--- src/rtl/calc_engine_np.sv ---
// calc_engine_np: multi-port calculator core.
// NUM_PORTS requesters share one two-stage ALU pipeline. Each port runs the
// two-cycle calc protocol: a command word with operand 1, then operand 2.
// Each port has its own request queue. A round-robin arbiter drains the
// queues, and every response is routed back to the port that issued it.
//
// Optional build macro: CALC_MULT_EN enables cmd 3 (unsigned multiply).
//
// Ports:
//   c_clk        rising-edge clock
//   reset        asynchronous active-low reset
//   req_cmd_in   per-port command, port p at [4p+3:4p]
//   req_data_in  per-port operand bus, port p at [DATA_W*p +: DATA_W]
//   out_resp     per-port response code: 00 none, 01 good, 10 error
//   out_data     per-port result, valid only while out_resp is nonzero
//   req_busy     port has QDEPTH commands outstanding
//
// Capture FSM (one per port):
//   state   | meaning
//   ST_IDLE | waiting for a command word with operand 1
//   ST_OP2  | operand 2 on the bus this cycle; push to the port queue
module calc_engine_np #(
    parameter int NUM_PORTS = 4,
    parameter int DATA_W    = 32,
    parameter int QDEPTH    = 2
) (
    input  logic                        c_clk,
    input  logic                        reset,
    input  logic [4*NUM_PORTS-1:0]      req_cmd_in,
    input  logic [DATA_W*NUM_PORTS-1:0] req_data_in,
    output logic [2*NUM_PORTS-1:0]      out_resp,
    output logic [DATA_W*NUM_PORTS-1:0] out_data,
    output logic [NUM_PORTS-1:0]        req_busy
);
    localparam int SW = $clog2(DATA_W);
    localparam int PW = (QDEPTH > 1) ? $clog2(QDEPTH) : 1;
    localparam int CW = $clog2(QDEPTH + 1);
    localparam int IW = $clog2(NUM_PORTS);

    localparam logic [3:0] CMD_ADD = 4'd1;
    localparam logic [3:0] CMD_SUB = 4'd2;
    localparam logic [3:0] CMD_MUL = 4'd3;
    localparam logic [3:0] CMD_SHL = 4'd5;
    localparam logic [3:0] CMD_SHR = 4'd6;
    localparam logic [1:0] RESP_GOOD = 2'b01;
    localparam logic [1:0] RESP_ERR  = 2'b10;

    typedef struct packed {
        logic [3:0]        cmd;
        logic [DATA_W-1:0] a;
        logic [DATA_W-1:0] b;
    } entry_t;

    typedef enum logic {ST_IDLE, ST_OP2} cap_state_t;

    cap_state_t        state     [NUM_PORTS];
    cap_state_t        state_nxt [NUM_PORTS];
    logic [3:0]        cmd_in    [NUM_PORTS];
    logic [DATA_W-1:0] data_in   [NUM_PORTS];
    logic [3:0]        cmd_r     [NUM_PORTS];
    logic [DATA_W-1:0] op1_r     [NUM_PORTS];
    entry_t            q_mem     [NUM_PORTS][QDEPTH];
    logic [PW-1:0]     wr_ptr    [NUM_PORTS];
    logic [PW-1:0]     rd_ptr    [NUM_PORTS];
    logic [CW-1:0]     q_cnt     [NUM_PORTS];
    logic [CW-1:0]     out_cnt   [NUM_PORTS];
    logic [CW-1:0]     cnt_nxt   [NUM_PORTS];
    logic [NUM_PORTS-1:0] accept, push, pop, done, busy_r;

    logic [IW-1:0] rr_ptr, grant_idx;
    logic          grant_valid;
    int            idx;

    logic          s1_valid, s2_valid;
    entry_t        s1_entry;
    logic [IW-1:0] s1_port, s2_port;
    logic [1:0]    s2_resp, alu_resp;
    logic [DATA_W-1:0] s2_data, alu_data;
    logic [DATA_W:0]   sum;
`ifdef CALC_MULT_EN
    logic [2*DATA_W-1:0] prod;
`endif

    function automatic logic [PW-1:0] ptr_inc(input logic [PW-1:0] p);
        if (int'(p) == QDEPTH - 1) return '0;
        return p + 1'b1;
    endfunction

    always_comb begin
        for (int p = 0; p < NUM_PORTS; p++) begin
            cmd_in[p]  = req_cmd_in[4*p +: 4];
            data_in[p] = req_data_in[DATA_W*p +: DATA_W];
        end
    end

    // Capture FSM: state register
    always_ff @(posedge c_clk or negedge reset) begin
        if (!reset) begin
            for (int p = 0; p < NUM_PORTS; p++) state[p] <= ST_IDLE;
        end else begin
            for (int p = 0; p < NUM_PORTS; p++) state[p] <= state_nxt[p];
        end
    end

    // Capture FSM: next state. A command seen while busy is dropped.
    always_comb begin
        for (int p = 0; p < NUM_PORTS; p++) begin
            state_nxt[p] = state[p];
            case (state[p])
                ST_IDLE: if (cmd_in[p] != 4'd0 && !busy_r[p]) state_nxt[p] = ST_OP2;
                ST_OP2:  state_nxt[p] = ST_IDLE;
                default: state_nxt[p] = ST_IDLE;
            endcase
        end
    end

    // Capture FSM: outputs
    always_comb begin
        accept = '0;
        push   = '0;
        for (int p = 0; p < NUM_PORTS; p++) begin
            accept[p] = (state[p] == ST_IDLE) && (cmd_in[p] != 4'd0) && !busy_r[p];
            push[p]   = (state[p] == ST_OP2);
        end
    end

    always_ff @(posedge c_clk or negedge reset) begin
        if (!reset) begin
            for (int p = 0; p < NUM_PORTS; p++) begin
                cmd_r[p] <= '0;
                op1_r[p] <= '0;
            end
        end else begin
            for (int p = 0; p < NUM_PORTS; p++) begin
                if (accept[p]) begin
                    cmd_r[p] <= cmd_in[p];
                    op1_r[p] <= data_in[p];
                end
            end
        end
    end

    // Queue storage needs no reset; q_cnt gates every read.
    always_ff @(posedge c_clk) begin
        for (int p = 0; p < NUM_PORTS; p++) begin
            if (push[p]) q_mem[p][wr_ptr[p]] <= '{cmd: cmd_r[p], a: op1_r[p], b: data_in[p]};
        end
    end

    always_comb begin
        for (int p = 0; p < NUM_PORTS; p++) begin
            done[p]    = s2_valid && (s2_port == IW'(p));
            cnt_nxt[p] = out_cnt[p];
            if (accept[p] && !done[p])      cnt_nxt[p] = out_cnt[p] + 1'b1;
            else if (!accept[p] && done[p]) cnt_nxt[p] = out_cnt[p] - 1'b1;
        end
    end

    always_ff @(posedge c_clk or negedge reset) begin
        if (!reset) begin
            for (int p = 0; p < NUM_PORTS; p++) begin
                wr_ptr[p]  <= '0;
                rd_ptr[p]  <= '0;
                q_cnt[p]   <= '0;
                out_cnt[p] <= '0;
            end
            busy_r <= '0;
        end else begin
            for (int p = 0; p < NUM_PORTS; p++) begin
                if (push[p]) wr_ptr[p] <= ptr_inc(wr_ptr[p]);
                if (pop[p])  rd_ptr[p] <= ptr_inc(rd_ptr[p]);
                if (push[p] && !pop[p])      q_cnt[p] <= q_cnt[p] + 1'b1;
                else if (!push[p] && pop[p]) q_cnt[p] <= q_cnt[p] - 1'b1;
                out_cnt[p] <= cnt_nxt[p];
                busy_r[p]  <= (cnt_nxt[p] == CW'(QDEPTH));
            end
        end
    end

    assign req_busy = busy_r;

    // Round-robin arbiter: first non-empty queue at or after rr_ptr.
    always_comb begin
        grant_valid = 1'b0;
        grant_idx   = '0;
        idx         = 0;
        pop         = '0;
        for (int i = 0; i < NUM_PORTS; i++) begin
            idx = int'(rr_ptr) + i;
            if (idx >= NUM_PORTS) idx = idx - NUM_PORTS;
            if (!grant_valid && q_cnt[idx] != '0) begin
                grant_valid = 1'b1;
                grant_idx   = IW'(idx);
            end
        end
        for (int p = 0; p < NUM_PORTS; p++) pop[p] = grant_valid && (grant_idx == IW'(p));
    end

    always_ff @(posedge c_clk or negedge reset) begin
        if (!reset) begin
            rr_ptr   <= '0;
            s1_valid <= 1'b0;
            s1_entry <= '0;
            s1_port  <= '0;
        end else begin
            s1_valid <= grant_valid;
            if (grant_valid) begin
                s1_entry <= q_mem[grant_idx][rd_ptr[grant_idx]];
                s1_port  <= grant_idx;
                rr_ptr   <= (grant_idx == IW'(NUM_PORTS - 1)) ? '0 : grant_idx + 1'b1;
            end
        end
    end

    always_comb begin
        alu_resp = RESP_ERR;
        alu_data = '0;
        sum      = {1'b0, s1_entry.a} + {1'b0, s1_entry.b};
`ifdef CALC_MULT_EN
        prod     = {{DATA_W{1'b0}}, s1_entry.a} * {{DATA_W{1'b0}}, s1_entry.b};
`endif
        case (s1_entry.cmd)
            CMD_ADD: if (!sum[DATA_W]) begin
                alu_resp = RESP_GOOD;
                alu_data = sum[DATA_W-1:0];
            end
            CMD_SUB: if (s1_entry.a >= s1_entry.b) begin
                alu_resp = RESP_GOOD;
                alu_data = s1_entry.a - s1_entry.b;
            end
            CMD_SHL: begin
                alu_resp = RESP_GOOD;
                alu_data = s1_entry.a << s1_entry.b[SW-1:0];
            end
            CMD_SHR: begin
                alu_resp = RESP_GOOD;
                alu_data = s1_entry.a >> s1_entry.b[SW-1:0];
            end
`ifdef CALC_MULT_EN
            CMD_MUL: if (prod[2*DATA_W-1:DATA_W] == '0) begin
                alu_resp = RESP_GOOD;
                alu_data = prod[DATA_W-1:0];
            end
`endif
            default: ;
        endcase
    end

    always_ff @(posedge c_clk or negedge reset) begin
        if (!reset) begin
            s2_valid <= 1'b0;
            s2_resp  <= '0;
            s2_data  <= '0;
            s2_port  <= '0;
        end else begin
            s2_valid <= s1_valid;
            s2_resp  <= alu_resp;
            s2_data  <= alu_data;
            s2_port  <= s1_port;
        end
    end

    always_comb begin
        out_resp = '0;
        out_data = '0;
        for (int p = 0; p < NUM_PORTS; p++) begin
            if (done[p]) begin
                out_resp[2*p +: 2]           = s2_resp;
                out_data[DATA_W*p +: DATA_W] = s2_data;
            end
        end
    end

    logic unused_cmd_mul;
    assign unused_cmd_mul = ^CMD_MUL;
endmodule

--- config.mk ---
export PLATFORM = sky130hd
export DESIGN_NAME = calc_engine_np
export DESIGN_NICKNAME = d
export VERILOG_FILES = /design/src/rtl/calc_engine_np.sv
export SDC_FILE = /design/constraint.sdc
export NUM_CORES = 1
export LEC_CHECK = 0
export ABC_AREA = 1
export ABC_CLOCK_PERIOD_IN_PS = 4200
export BUFFER_PORTS_ARGS = -buffer_cell sky130_fd_sc_hd__clkbuf_2
export CORE_ASPECT_RATIO = 0.8
export CORE_UTILIZATION = 46
export DETAILED_ROUTE_END_ITERATION = 8
export PLACE_DENSITY = 0.71
export SETUP_SLACK_MARGIN = 0.05
export SLEW_MARGIN = 0
export SYNTH_ARGS = -nofsm -noshare
export SYNTH_HDL_FRONTEND = slang
export SYNTH_SLANG_ARGS = --single-unit
--- constraint.sdc ---
create_clock -name c_clk -period 4.2 [get_ports c_clk]
set_input_delay 0.21 -clock c_clk [delete_from_list [all_inputs] [get_ports c_clk]]
set_output_delay 0.21 -clock c_clk [all_outputs]
set_load 0.005 [all_outputs]
==> impl_metrics.ini <==
[sta]
drv_slew = 0
grt_setup_unrepaired = no
fin_ws_ns = 0.482
setup_viol = 0
timing.hold.ws_ns = 0.132
final-hold-violation-count = 0
finalCriticalPeriod_ns = 3.72
clock_skew_ns = 0.0244
max_slew.worst_pin.slew_ns = 1.10
setup_tns_ns = 0
max_freq_ghz = 0.269
relSlewSlack_pct = 26.5
finalCritPeriodShare_pct = 88.5

[clock_network]
post_cts_buffers = 0
cts.clk_slew.worst_paths_ns = 0.06
cts.htree.levels = 3
cts.path.max_buffers = 3
cts_hold_buffers = 145
cts_sinks = 830
worstSkewPairLatency_ns = 0.67
post_cts_resized = 0
cts_buffers = 82
root_buffer = clkbuf_16
cts_tree = yes

[floorplanning]
die_w_um = 336
io_pins = 286
fp-row-count = 97
die_h_um = 269
initial_core_util_pct = 46.6
die-area_sq_mm = 0.0902
core_sq_mm = 0.0879

[synthesis]
ys_ff_latch = 830
yosys_warnings = 0
synth_area_sq_mm = 0.0410
synth_top_area_share_pct = 39.9
synthFlopType = edfxtp_1
synth_most_common_cell = nand2_1
synthCells = 4610
synth.distinct_cells = 51
yosysTopAreaCell = edfxtp_1
synth_edf_count = 544
synth-seq-area-share_pct = 57.4
synth.top_cells.by_count = nand2_1 (1577), nand3_1 (727), edfxtp_1 (544)
async_flop_share_pct = 34.5
synth_area_leaders = edfxtp_1 (40%), dfrtp_1 (17%), nand2_1 (14%)
synth_nets = 4831
synth_area_per_cell_sq_um = 8.88

[detailed_routing]
wl_per_cell_um = 22.0
wirelength_mm = 136
drc = 0
vias = 35200
initialDrtViolationCount = 4277
drt_first_pass_iters = 6
ant_nets = 0
avgViaCountPerCell = 5.68

[critical_path]
start_kind = register
path_cells = inv_2, nand3_1, nand3_1, inv_2, nor2_8, nand3_2, nand3_4, buf_12, buf_4, nand3_1, nand3_1, nand2_1, nand2_1, nand3_1, nand2_1
arrival_ns = 4.31
critical_path_class = register to register
critPathMaxFanout = 114
cp-end-kind = register
cpMostUsedCell = nand3_1
required_ns = 4.79
cpLargestDelayFamily = buffers and inverters
max_stage_delay_ns = 0.78
crit_path_top_delay_cell = buf_4
critPathBufInv = 4

[global_routing]
antenna_found_initial = 2
grt_first_pass_wirelength_mm = 203
grtUsageTotal_pct = 29.9
grt_overflow = 0
grt_pass1_vias = 33000
grt_start_max_net_pins = 115

[placed_design]
io_buffers = 285
dp_cells = 5894
place_congestion = 0.992
place_ws_ns = 0.506
hpwl_mm = 87.0

[finish]
drive_above_1_share_pct = 11.2
nets = 5156
area_growth_pct = 16.8
register_area_sq_mm = 0.0235
stdcell_count = 6193
fillerInstances = 7825
diodes = 0
multi_input_area_sq_mm = 0.0153

[status]
outcome = complete, no violations

[hold_path]
hold_path_class = primary input to asynchronous set/reset pin

[job]
cap_violations = 0
-- final cells by class --
| cell class | count | area share [%] |
|---|---|---|
| Inverter | 247 | 1.95 |
| Sequential cell | 830 | 49.1 |
| Tap cell | 1188 | 3.11 |
| Timing Repair Buffer | 513 | 7.65 |
| Clock buffer | 108 | 4.97 |
| Clock inverter | 46 | 1.27 |
| Multi-Input combinational cell | 3261 | 31.9 |
-- per-layer routing --
| metal | vias to the layer above | wire (um) | track usage [%] | share of wire (%) |
|---|---|---|---|---|
| met5 | - | 25 | 0 | 0.018 |
| met4 | 4 | 5270 | 11.1 | 3.9 |
| met3 | 307 | 14500 | 6.23 | 11 |
| met2 | 1988 | 61000 | 47.0 | 45 |
| met1 | 16900 | 55300 | 41.0 | 41 |
| li1 | 16000 | - | - | - |
-- stage by stage --
| stage | cell area, sq um | utilization, % |
|---|---|---|
| after floorplan | 41000 | - |
| after global placement | 43400 | 49.4 |
| after detailed placement | 43400 | 49.4 |
| after CTS | 47800 | 54.4 |
| after global routing | 47800 | 54.4 |
| final | 47800 | 54.4 |
-- placed cells by master, fill, tap and decap left out, types with 6 or more instances in the layout --
cell,instances
clkinv_2,12
nor4_1,7
nand3_2,13
nor3_1,40
o21bai_1,10
clkbuf_8,10
ha_1,73
nand2_1,1576
buf_4,71
clkbuf_16,88
o211ai_1,22
a31oi_1,12
inv_2,8
edfxtp_1,544
dfrtp_1,286
clkinv_1,16
dlygate4sd3_1,145
xor2_1,55
mux2i_1,7
a21oi_1,130
nand3_1,727
clkbuf_2,284
o22ai_1,17
buf_12,12
inv_1,228
clkbuf_1,10
nor2_1,311
nor2_4,6
bufinv_16,12
a21o_1,9
o21ai_0,178
xnor2_1,7
-- sequential cells by signal (all words and copies together), names as in the netlist, 8 cells and up --
signal    flops
out_cnt       8
q_mem       544
q_cnt         8
s2_data      32
op1_r       128
cmd_r        16
s1_entry     68
-- kinds of logic (layout without fill, tap and decap cells) --
family                     count (synthesis)  in the layout  share of synthesized area, %
xor gates and xnor gates                  62             62                          1.33
AOI/OAI and AO/OA                        409            409                          5.56
adders and majority gates                 75             75                          2.33
buffers and inverters                    519            914                          5.53
DFF                                      830            830                          57.4
and+or+nand+nor                         2708           2708                          27.7
muxes                                      7              7                         0.171
-- path summary, 6_finish.rpt --
path,start,end,slack (ns),depth (start not counted)
max,rr_ptr[0],s1_entry[30],0.48,15
min,reset,cmd_r[4],0.13,2
max reg2reg,rr_ptr[0],s1_entry[30],0.48,15
min reg2reg,s1_valid,s2_valid,0.35,0
max in group asynchronous,reset,s1_entry[67],3.02,3
min in group c_clk,req_data_in[90],q_mem[2][26],0.31,2
Power is not shown: default switching activity piles up to over one toggle a cycle in this logic, so the estimate is an artifact.
